--- src/rtl/icap_readback_pkg.sv ---
// Shared Spartan-6 ICAP definitions: command words, register addresses,
// the byte bit-swap and the type-1 packet header builder.
package icap_readback_pkg;

    typedef logic [15:0] icap_word_t;
    typedef logic [5:0]  cfg_addr_t;

    localparam icap_word_t ICAP_NULL   = 16'hFFFF;
    localparam icap_word_t ICAP_SYNC1  = 16'hAA99;
    localparam icap_word_t ICAP_SYNC2  = 16'h5566;
    localparam icap_word_t ICAP_NOOP   = 16'h2000;
    localparam icap_word_t ICAP_CMD_WR = 16'h30A1;
    localparam icap_word_t ICAP_DESYNC = 16'h000D;
    localparam icap_word_t ICAP_REBOOT = 16'h000E;

    localparam cfg_addr_t REG_STAT     = 6'h08;
    localparam cfg_addr_t REG_GENERAL1 = 6'h13;
    localparam cfg_addr_t REG_GENERAL2 = 6'h14;
    localparam cfg_addr_t REG_MODE     = 6'h18;
    localparam cfg_addr_t REG_BOOTSTS  = 6'h20;

    localparam logic [1:0] OP_READ  = 2'b01;
    localparam logic [1:0] OP_WRITE = 2'b10;

    typedef enum logic [4:0] {
        S_IDLE, S_DUMMY, S_SYNC1, S_SYNC2, S_NOOP0, S_HDR, S_NOOP1, S_NOOP2,
        S_CE_OFF, S_TURN_R, S_RD_WAIT, S_RD_END, S_TURN_W,
        S_DSY_H, S_DSY_L, S_NOOP3, S_NOOP4, S_DONE
    } rb_state_t;

    // ICAP data pins are bit-reversed within each byte; the mapping is its own inverse.
    function automatic icap_word_t bit_swap(input icap_word_t w);
        icap_word_t r;
        for (int i = 0; i < 8; i++) begin
            r[i]     = w[7 - i];
            r[8 + i] = w[15 - i];
        end
        return r;
    endfunction

    function automatic icap_word_t type1_hdr(input logic [1:0] op, input cfg_addr_t addr,
                                             input logic [4:0] words);
        return {3'b001, op, addr, words};
    endfunction

endpackage

--- src/rtl/icap_readback_if.sv ---
// Read-request handshake plus the ICAP-side pins of the readback block.
interface icap_readback_if;
    import icap_readback_pkg::*;

    logic       rd_req;
    cfg_addr_t  rd_addr;
    logic       rd_busy;
    logic       rd_valid;
    icap_word_t rd_data;
    logic       rd_err;
    logic       icap_ce;
    logic       icap_wr;
    icap_word_t icap_i;
    icap_word_t icap_o;
    logic       icap_busy;

    modport slave (
        input  rd_req, rd_addr, icap_o, icap_busy,
        output rd_busy, rd_valid, rd_data, rd_err, icap_ce, icap_wr, icap_i
    );

    modport master (
        output rd_req, rd_addr, icap_o, icap_busy,
        input  rd_busy, rd_valid, rd_data, rd_err, icap_ce, icap_wr, icap_i
    );

endinterface

--- src/rtl/icap_readback.sv ---
// Reads one configuration register through the ICAP: sync, type-1 read header,
// turnaround, busy-qualified capture, then an unconditional desync.
module icap_readback
    import icap_readback_pkg::*;
#(
    parameter int TIMEOUT = 1024
) (
    input  logic           clk,
    input  logic           rst,
    icap_readback_if.slave bus
);

    localparam int CNT_W = $clog2(TIMEOUT + 1);
    localparam logic [CNT_W-1:0] TIMEOUT_C = CNT_W'(TIMEOUT);
    // Pins lag the state by one cycle and ICAP inputs are registered, so the
    // first busy sample from the third read cycle is seen at count 4.
    localparam logic [CNT_W-1:0] SAMPLE_C  = CNT_W'(4);

    rb_state_t        state, state_nx;
    cfg_addr_t        addr_q;
    logic [CNT_W-1:0] wait_cnt;
    logic             busy_q;
    icap_word_t       o_q;
    icap_word_t       data_q;
    logic             err_q;

    logic       ce_d, wr_d, capture, expire;
    icap_word_t word_d;

    // NOTE: every output of this block gets a default before the case, so no path can infer a latch.
    always_comb begin
        state_nx = state;
        ce_d     = 1'b1;
        wr_d     = 1'b1;
        word_d   = ICAP_NULL;
        capture  = 1'b0;
        expire   = 1'b0;
        unique case (state)
            S_IDLE:   if (bus.rd_req) state_nx = S_DUMMY;
            // WR falls here while CE is still high, so CE and WR never move together.
            S_DUMMY:  begin wr_d = 1'b0;                                   state_nx = S_SYNC1;  end
            S_SYNC1:  begin ce_d = 1'b0; wr_d = 1'b0; word_d = ICAP_SYNC1; state_nx = S_SYNC2;  end
            S_SYNC2:  begin ce_d = 1'b0; wr_d = 1'b0; word_d = ICAP_SYNC2; state_nx = S_NOOP0;  end
            S_NOOP0:  begin ce_d = 1'b0; wr_d = 1'b0; word_d = ICAP_NOOP;  state_nx = S_HDR;    end
            S_HDR:    begin
                ce_d     = 1'b0;
                wr_d     = 1'b0;
                word_d   = type1_hdr(OP_READ, addr_q, 5'd1);
                state_nx = S_NOOP1;
            end
            S_NOOP1:  begin ce_d = 1'b0; wr_d = 1'b0; word_d = ICAP_NOOP;  state_nx = S_NOOP2;  end
            S_NOOP2:  begin ce_d = 1'b0; wr_d = 1'b0; word_d = ICAP_NOOP;  state_nx = S_CE_OFF; end
            S_CE_OFF: begin wr_d = 1'b0;                                   state_nx = S_TURN_R; end
            S_TURN_R: state_nx = S_RD_WAIT;
            S_RD_WAIT: begin
                ce_d = 1'b0;
                if (wait_cnt >= SAMPLE_C && !busy_q) begin
                    capture  = 1'b1;
                    state_nx = S_RD_END;
                end else if (wait_cnt >= TIMEOUT_C) begin
                    expire   = 1'b1;
                    state_nx = S_RD_END;
                end
            end
            S_RD_END: state_nx = S_TURN_W;
            S_TURN_W: begin wr_d = 1'b0;                                    state_nx = S_DSY_H; end
            S_DSY_H:  begin ce_d = 1'b0; wr_d = 1'b0; word_d = ICAP_CMD_WR; state_nx = S_DSY_L; end
            S_DSY_L:  begin ce_d = 1'b0; wr_d = 1'b0; word_d = ICAP_DESYNC; state_nx = S_NOOP3; end
            S_NOOP3:  begin ce_d = 1'b0; wr_d = 1'b0; word_d = ICAP_NOOP;   state_nx = S_NOOP4; end
            S_NOOP4:  begin ce_d = 1'b0; wr_d = 1'b0; word_d = ICAP_NOOP;   state_nx = S_DONE;  end
            // CE rises first; WR returns high in IDLE on the following cycle.
            S_DONE:   begin wr_d = 1'b0;                                    state_nx = S_IDLE;  end
            default:  state_nx = S_IDLE;
        endcase
    end

    // NOTE: all state is updated with non-blocking assignments so every flop samples pre-edge values.
    always_ff @(posedge clk or posedge rst) begin
        if (rst) state <= S_IDLE;
        else     state <= state_nx;
    end

    always_ff @(posedge clk or posedge rst) begin
        if (rst) begin
            addr_q   <= '0;
            wait_cnt <= '0;
            busy_q   <= 1'b1;
            o_q      <= '0;
            data_q   <= '0;
            err_q    <= 1'b0;
        end else begin
            busy_q <= bus.icap_busy;
            o_q    <= bus.icap_o;
            if (state == S_IDLE && bus.rd_req) addr_q <= bus.rd_addr;
            if (state != S_RD_WAIT)            wait_cnt <= '0;
            else if (wait_cnt != TIMEOUT_C)    wait_cnt <= wait_cnt + CNT_W'(1);
            if (capture) begin
                data_q <= bit_swap(o_q);
                err_q  <= 1'b0;
            end else if (expire) begin
                data_q <= ICAP_NULL;
                err_q  <= 1'b1;
            end
        end
    end

    always_ff @(posedge clk or posedge rst) begin
        if (rst) begin
            bus.icap_ce  <= 1'b1;
            bus.icap_wr  <= 1'b1;
            bus.icap_i   <= ICAP_NULL;
            bus.rd_busy  <= 1'b0;
            bus.rd_valid <= 1'b0;
            bus.rd_data  <= '0;
            bus.rd_err   <= 1'b0;
        end else begin
            bus.icap_ce  <= ce_d;
            bus.icap_wr  <= wr_d;
            bus.icap_i   <= bit_swap(word_d);
            bus.rd_busy  <= (state != S_IDLE) && (state != S_DONE);
            bus.rd_valid <= (state == S_DONE);
            if (state == S_DONE) begin
                bus.rd_data <= data_q;
                bus.rd_err  <= err_q;
            end else if (state == S_DUMMY) begin
                bus.rd_err  <= 1'b0;
            end
        end
    end

endmodule
--- src/flat_wrapper.sv ---
// flat-port wrapper written by rule: the top's interface ports become plain ports
module icap_readback_flat import icap_readback_pkg::*;
#(
    parameter int TIMEOUT = 1024
)
  (clk, rst, bus_rd_req, bus_rd_addr, bus_icap_o, bus_icap_busy, bus_rd_busy, bus_rd_valid, bus_rd_data, bus_rd_err, bus_icap_ce, bus_icap_wr, bus_icap_i);
  icap_readback_if bus_i ();
  input  logic clk;
  input  logic rst;
  input wire logic [$bits(bus_i.rd_req)-1:0] bus_rd_req;
  input wire logic [$bits(bus_i.rd_addr)-1:0] bus_rd_addr;
  input wire logic [$bits(bus_i.icap_o)-1:0] bus_icap_o;
  input wire logic [$bits(bus_i.icap_busy)-1:0] bus_icap_busy;
  output wire logic [$bits(bus_i.rd_busy)-1:0] bus_rd_busy;
  output wire logic [$bits(bus_i.rd_valid)-1:0] bus_rd_valid;
  output wire logic [$bits(bus_i.rd_data)-1:0] bus_rd_data;
  output wire logic [$bits(bus_i.rd_err)-1:0] bus_rd_err;
  output wire logic [$bits(bus_i.icap_ce)-1:0] bus_icap_ce;
  output wire logic [$bits(bus_i.icap_wr)-1:0] bus_icap_wr;
  output wire logic [$bits(bus_i.icap_i)-1:0] bus_icap_i;
  assign bus_i.rd_req = bus_rd_req;
  assign bus_i.rd_addr = bus_rd_addr;
  assign bus_i.icap_o = bus_icap_o;
  assign bus_i.icap_busy = bus_icap_busy;
  assign bus_rd_busy = bus_i.rd_busy;
  assign bus_rd_valid = bus_i.rd_valid;
  assign bus_rd_data = bus_i.rd_data;
  assign bus_rd_err = bus_i.rd_err;
  assign bus_icap_ce = bus_i.icap_ce;
  assign bus_icap_wr = bus_i.icap_wr;
  assign bus_icap_i = bus_i.icap_i;
  icap_readback #(.TIMEOUT(TIMEOUT)) u_core (.clk(clk), .rst(rst), .bus(bus_i));
endmodule
--- config.mk ---
export PLATFORM = sky130hd
export DESIGN_NAME = icap_readback_flat
export DESIGN_NICKNAME = d
export VERILOG_FILES = /design/src/rtl/icap_readback_pkg.sv /design/src/rtl/icap_readback_if.sv /design/src/rtl/icap_readback.sv /design/src/flat_wrapper.sv
export SDC_FILE = /design/constraint.sdc
export NUM_CORES = 1
export LEC_CHECK = 0
export ABC_CLOCK_PERIOD_IN_PS = 3300
export CAP_MARGIN = 30
export CORE_ASPECT_RATIO = 2
export CORE_MARGIN = 2
export CORE_UTILIZATION = 45
export DETAILED_ROUTE_END_ITERATION = 10
export PLACE_DENSITY = 0.72
export RECOVER_POWER = 100
export SLEW_MARGIN = 20
export SYNTH_ARGS = -nofsm -noshare
export SYNTH_HDL_FRONTEND = slang
export SYNTH_SLANG_ARGS = --single-unit
--- constraint.sdc ---
create_clock -name clk -period 3.3 [get_ports clk]
set_input_delay 0.99 -clock clk [delete_from_list [all_inputs] [get_ports clk]]
set_output_delay 0.99 -clock clk [all_outputs]
set_load 0.02 [all_outputs]
==> Word-level counts from Yosys, hierarchy flattened <==
Cells that the tools add are included.
{ "classes": {"n_mux": 20, "reduce_logical": 13, "order_cmp": 2, "addsub": 1, "n_eq_ne": 22} }
{ "op_table": {"columns": ["cell", "count"], "rows": [
  ["16-bit case mux with 6 select lines", 1],
  ["5-bit case mux with 17 select lines", 1],
  ["5-bit by 4-bit == test with 1-bit output, second input constant", 8],
  ["16-bit two-way mux", 2],
  ["11-bit two-way mux", 2],
  ["5-bit by 3-bit == test with 1-bit output, second input constant", 4],
  ["5-bit two-way mux", 3],
  ["14-bit OR reduction", 1],
  ["11-bit by 1-bit adder with 11-bit output, second input constant", 1],
  ["11-bit >= comparator, second input constant", 1],
  ["11-bit by 3-bit >= comparator with 1-bit output, second input constant", 1],
  ["1-bit two-way mux", 11],
  ["11-bit inequality test, second input constant", 1],
  ["11-bit OR reduction", 1],
  ["5-bit by 2-bit == test with 1-bit output, second input constant", 2],
  ["5-bit == test, second input constant", 2],
  ["2-bit nonzero test", 3],
  ["5-bit by 1-bit == test with 1-bit output, second input constant", 1],
  ["5-bit zero test", 1],
  ["5-bit by 4-bit inequality test with 1-bit output, second input constant", 1],
  ["5-bit inequality test, second input constant", 1],
  ["5-bit nonzero test", 1],
  ["5-bit OR reduction", 1],
  ["1-bit logical AND", 3],
  ["4 further kinds", 4]
]} }
{ "word_totals": {"elab_cells": 72, "input_bits": 26, "regBits": 93} }

==> Logic depth before layout (Yosys ltp) <==
{ "logic_depth": {"word_depth": 6, "ltp_mapped": 8, "mapped_depth_nobuf": 5} }

==> Worst setup path before layout <==
Ideal clock, no wire load.
{ "synth_path": {"path_kind": "register to register", "start": "reg u_core.state[0]", "end": "reg u_core.data_q[0]", "slack_ns": 1.443, "period_less_slack_ns": 1.857, "n_path_buf": 4, "arrival_time_ns": 1.735, "setup_ns": 0.121, "path_stages_with_launch": 9, "cell_sequence": "dfrtp_1 -> buf_6 -> nand2b_4 -> or3_1 -> buf_2 -> a211o_1 -> buf_6 -> buf_6 -> o22a_1"} }
{ "synth_between": {"elab_chain_len": 3, "word_cells_on_any_way": 5, "classes_between": "eq/ne (1); mux (3); reduce/logical (1)"} }
{ "synth_rtl": {"columns": ["item", "line", "rtl"], "rows": [
  ["from (decl)", "icap_readback.sv:19", "rb_state_t state, state_nx;"],
  ["from (signal assigned)", "icap_readback.sv:80", "else state <= state_nx;"],
  ["5-bit by 4-bit == test with 1-bit output (*)", "icap_readback.sv:38", "unique case (state)"],
  ["1-bit two-way mux", "icap_readback.sv:38", null],
  ["16-bit two-way mux / 2-bit nonzero test (equally long branches)", null, null],
  ["to (signal assigned)", "icap_readback.sv:98", "data_q <= bit_swap(o_q);"],
  ["to (decl)", "icap_readback.sv:24", "icap_word_t data_q;"]
]} }
Mark *: on every way between the ends. The rest lies on a longest branch, timed or not.
A chain may end at the register's enable or synchronous reset.

==> results.json <==
{
  "status": "completed",
  "yosys.area_share.adder": 0.006932,
  "seqCellArea_mm2": 0.002298,
  "final_common_cell": "dfrtp_1",
  "period_needed_ns": 2.509,
  "clock_latency_ns": 0.33,
  "yosys.area_share.xor_xnor": 0.02669,
  "relSlewSlack": 0.2583,
  "final_core_util": 0.5771,
  "design_area_mm2": 0.004551,
  "postCtsResizedCells": 0,
  "grt_use_total": 0.1738,
  "vias": 2348,
  "gp_congestion": 0.7864,
  "cts_made_buffers": 9,
  "grt_pass1_wl_mm": 11.18,
  "ys_async_sr_fraction": 1.000,
  "die_h_um": 130.7,
  "start_kind": "register",
  "area_growth_pct": 26.07,
  "placed_area_mm2": 0.004283,
  "min_path_type": "register to register",
  "htree_levels": 3,
  "cts_tree": "yes",
  "maxCapViolations": 0,
  "synth_simple_gate_area_frac": 0.1068,
  "slowest_delay_ns": 0.66,
  "dr.first_iter.drc_count": 101,
  "finalSetupViolations": 0,
  "io_buffers": 62,
  "synth-main-ff-cell": "dfrtp_1",
  "final_antenna_net_count": 0,
  "syn_area_mm2": 0.003610,
  "die_w_um": 67.33,
  "ys_types": 40,
  "cts_hold_buf": 0,
  "crit_chain": "dlygate4sd3_1",
  "place.detailed.hpwl_mm": 4.797,
  "cts_root_buf": "clkbuf_16",
  "overflow": 0,
  "clk_path_buf_depth": 2,
  "syn_area_per_cell_um2": 12.19,
  "cp.required_ns": 2.31,
  "leakage_nw": 2.014,
  "antenna_found_initial": 0,
  "timing.fmax_mhz": 398.6,
  "crit_type": "register to output port",
  "synth.area.mux_share": 0.07175,
  "ir_worst_vdd_uv": 382.3,
  "fin_skew_ns": 0.006216,
  "wirelength_met1_mm": 2.453,
  "drv_slew": 0,
  "ys_warn_count": 0,
  "worst_pin_slew_ns": 1.106,
  "mostFrequentLayoutCells": "74 x dfrtp_1, 55 x dlygate4sd3_1, 36 x nor2_1",
  "ys_seq_elements": 91,
  "worstSetupEndpointType": "output port",
  "synth_top_family_by_area": "compound AO/OA/AOI/OAI gates",
  "rsz0062_at_grt": "no",
  "hold_violations": 0,
  "wire_per_inst_um": 14.71,
  "pwr_density_cell_mw_per_mm2": 867.5,
  "cts_sinks": 91,
  "synth-compound-area-share": 0.1113,
  "post-cts-setup-buffers": 0,
  "multi_input_area_mm2": 0.001155,
  "period_share": 0.7603,
  "synth_nets": 324,
  "clkTransAtPathRegs_ns": 0.06,
  "grt_start_max_net_pins": 45,
  "top_layer": "met4",
  "synth_edf_count": 0,
  "drive_above_1_share": 0.1597,
  "io_pins": 63,
  "slowest_stage": "dlygate4sd3_1",
  "syn_inst": 296,
  "drc": 0,
  "grt_pass1_vias": 2336,
  "wl_met3_um": 191,
  "routed-wl-met2_mm": 3.907,
  "worst-path-buf-inv": 1,
  "crit_arrival_ns": 1.52,
  "yosysSeqAreaShare": 0.6367,
  "fp.coreArea_mm2": 0.007885,
  "cp_top_family": "buffers and inverters",
  "fin_nets": 380,
  "drt_pass1_iterations": 4,
  "initial_utilization": 0.4578,
  "diodes": 0,
  "dieArea_mm2": 0.008797,
  "routed_wl_mm": 6.665,
  "tns_ns": 0,
  "num_rows": 46,
  "detail_route.vias_per_cell": 5.183,
  "path_max_fanout": 2,
  "nFillCells": 657
}
routing by layer:
| layer | GRT usage | vias up |
|---|---|---|
| li1 | - | 1124 |
| met1 | 0.1859 | 1165 |
| met2 | 0.3122 | 50 |
| met3 | 0.04366 | 9 |
| met4 | 0.07923 | 0 |
| met5 | 0 | - |
stage by stage:
stage | power (mW) | hold WS (ns) | cells | setup slack (ns)
6_report | 3.948 | 0.4834 | 453 | 0.7911
3_3_place_gp | 3.058 | 0.4626 | 437 | 0.9551
2_1_floorplan | 2.576 | 0.4560 | 296 | 1.260
5_1_grt | 4.202 | 0.4993 | 453 | 0.6429
4_1_cts | 4.099 | 0.4827 | 453 | 0.8401
3_5_place_dp | 3.095 | 0.4697 | 437 | 0.8947
cells in the mapped netlist, types with 2 or more instances:
master    number  share of area
clkbuf_1      11          0.011
and3_1         3         0.0052
nand2_1       13          0.014
nand4_1        4         0.0069
mux2_2        23          0.072
dfstp_2       17           0.12
a21oi_1       19          0.026
o22a_1        17          0.041
buf_2          4         0.0055
nor4_1         2         0.0035
nand3_1        6         0.0083
dfrtp_1       74           0.51
buf_6          3         0.0094
ha_1           2         0.0069
nor2b_1        2         0.0035
xnor2_1        3         0.0073
inv_1          8         0.0083
nand2b_1       5         0.0087
a21o_1         4         0.0083
xor2_1         8          0.019
nor2_1        36          0.037
a311oi_1       2         0.0049
and2_1         2         0.0035
o21ai_0       11          0.015
buf_4          2         0.0042
kinds of logic after synthesis:
kind of cell / after synthesis
fa+ha+maj: 2
flops: 91
buf+inv: 29
simple gates: 80
xor+xnor: 11
mux: 23
compound gates: 60
power breakdown:
group / switching (mW) / total, mW / leakage [nW] / internal [mW]
Clock: 0.382 / 0.989 / 0.141 / 0.607
Combinational: 0.670 / 1.27 / 0.759 / 0.597
Sequential: 0.221 / 1.69 / 1.11 / 1.47
Total: 1.27 / 3.95 / 2.01 / 2.67
sequential cells by signal, summed over array words and instances (netlist names):
name	count
u_core.err_q	1
u_core.o_q	16
u_core.wait_cnt	11
u_core.bus.icap_i	14
u_core.busy_q	1
u_core.bus.icap_ce	1
u_core.data_q	16
u_core.bus.rd_err	1
u_core.bus.rd_busy	1
u_core.state	5
u_core.addr_q	6
u_core.bus.rd_valid	1
u_core.bus.rd_data	16
u_core.bus.icap_wr	1
path summary, 6_finish.rpt:
check / depth (start not counted) / slack [ns] / endpoint / startpoint
hold reg to reg: 1 / 0.48 / u_core.data_q[5] / u_core.o_q[2]
max in group asynchronous: 3 / 0.92 / u_core.bus.icap_i[2] / rst
setup reg to reg: 4 / 0.85 / u_core.data_q[14] / u_core.state[0]
hold / removal: 1 / 0.48 / u_core.data_q[5] / u_core.o_q[2]
setup / recovery: 1 / 0.79 / bus_icap_i[3] / u_core.bus.icap_i[8]
min in group asynchronous: 2 / 1.32 / u_core.o_q[1] / rst
layout make-up:
class / instances / area share
clock buffers: 14 / 0.05582
multi-input cells: 176 / 0.2538
clock inverters: 2 / 0.007699
repair buffers: 66 / 0.1443
inverters: 8 / 0.006874
flip-flops and latches: 91 / 0.5051
well taps: 96 / 0.02640
Note: power is estimated with default switching activity, not from simulation.
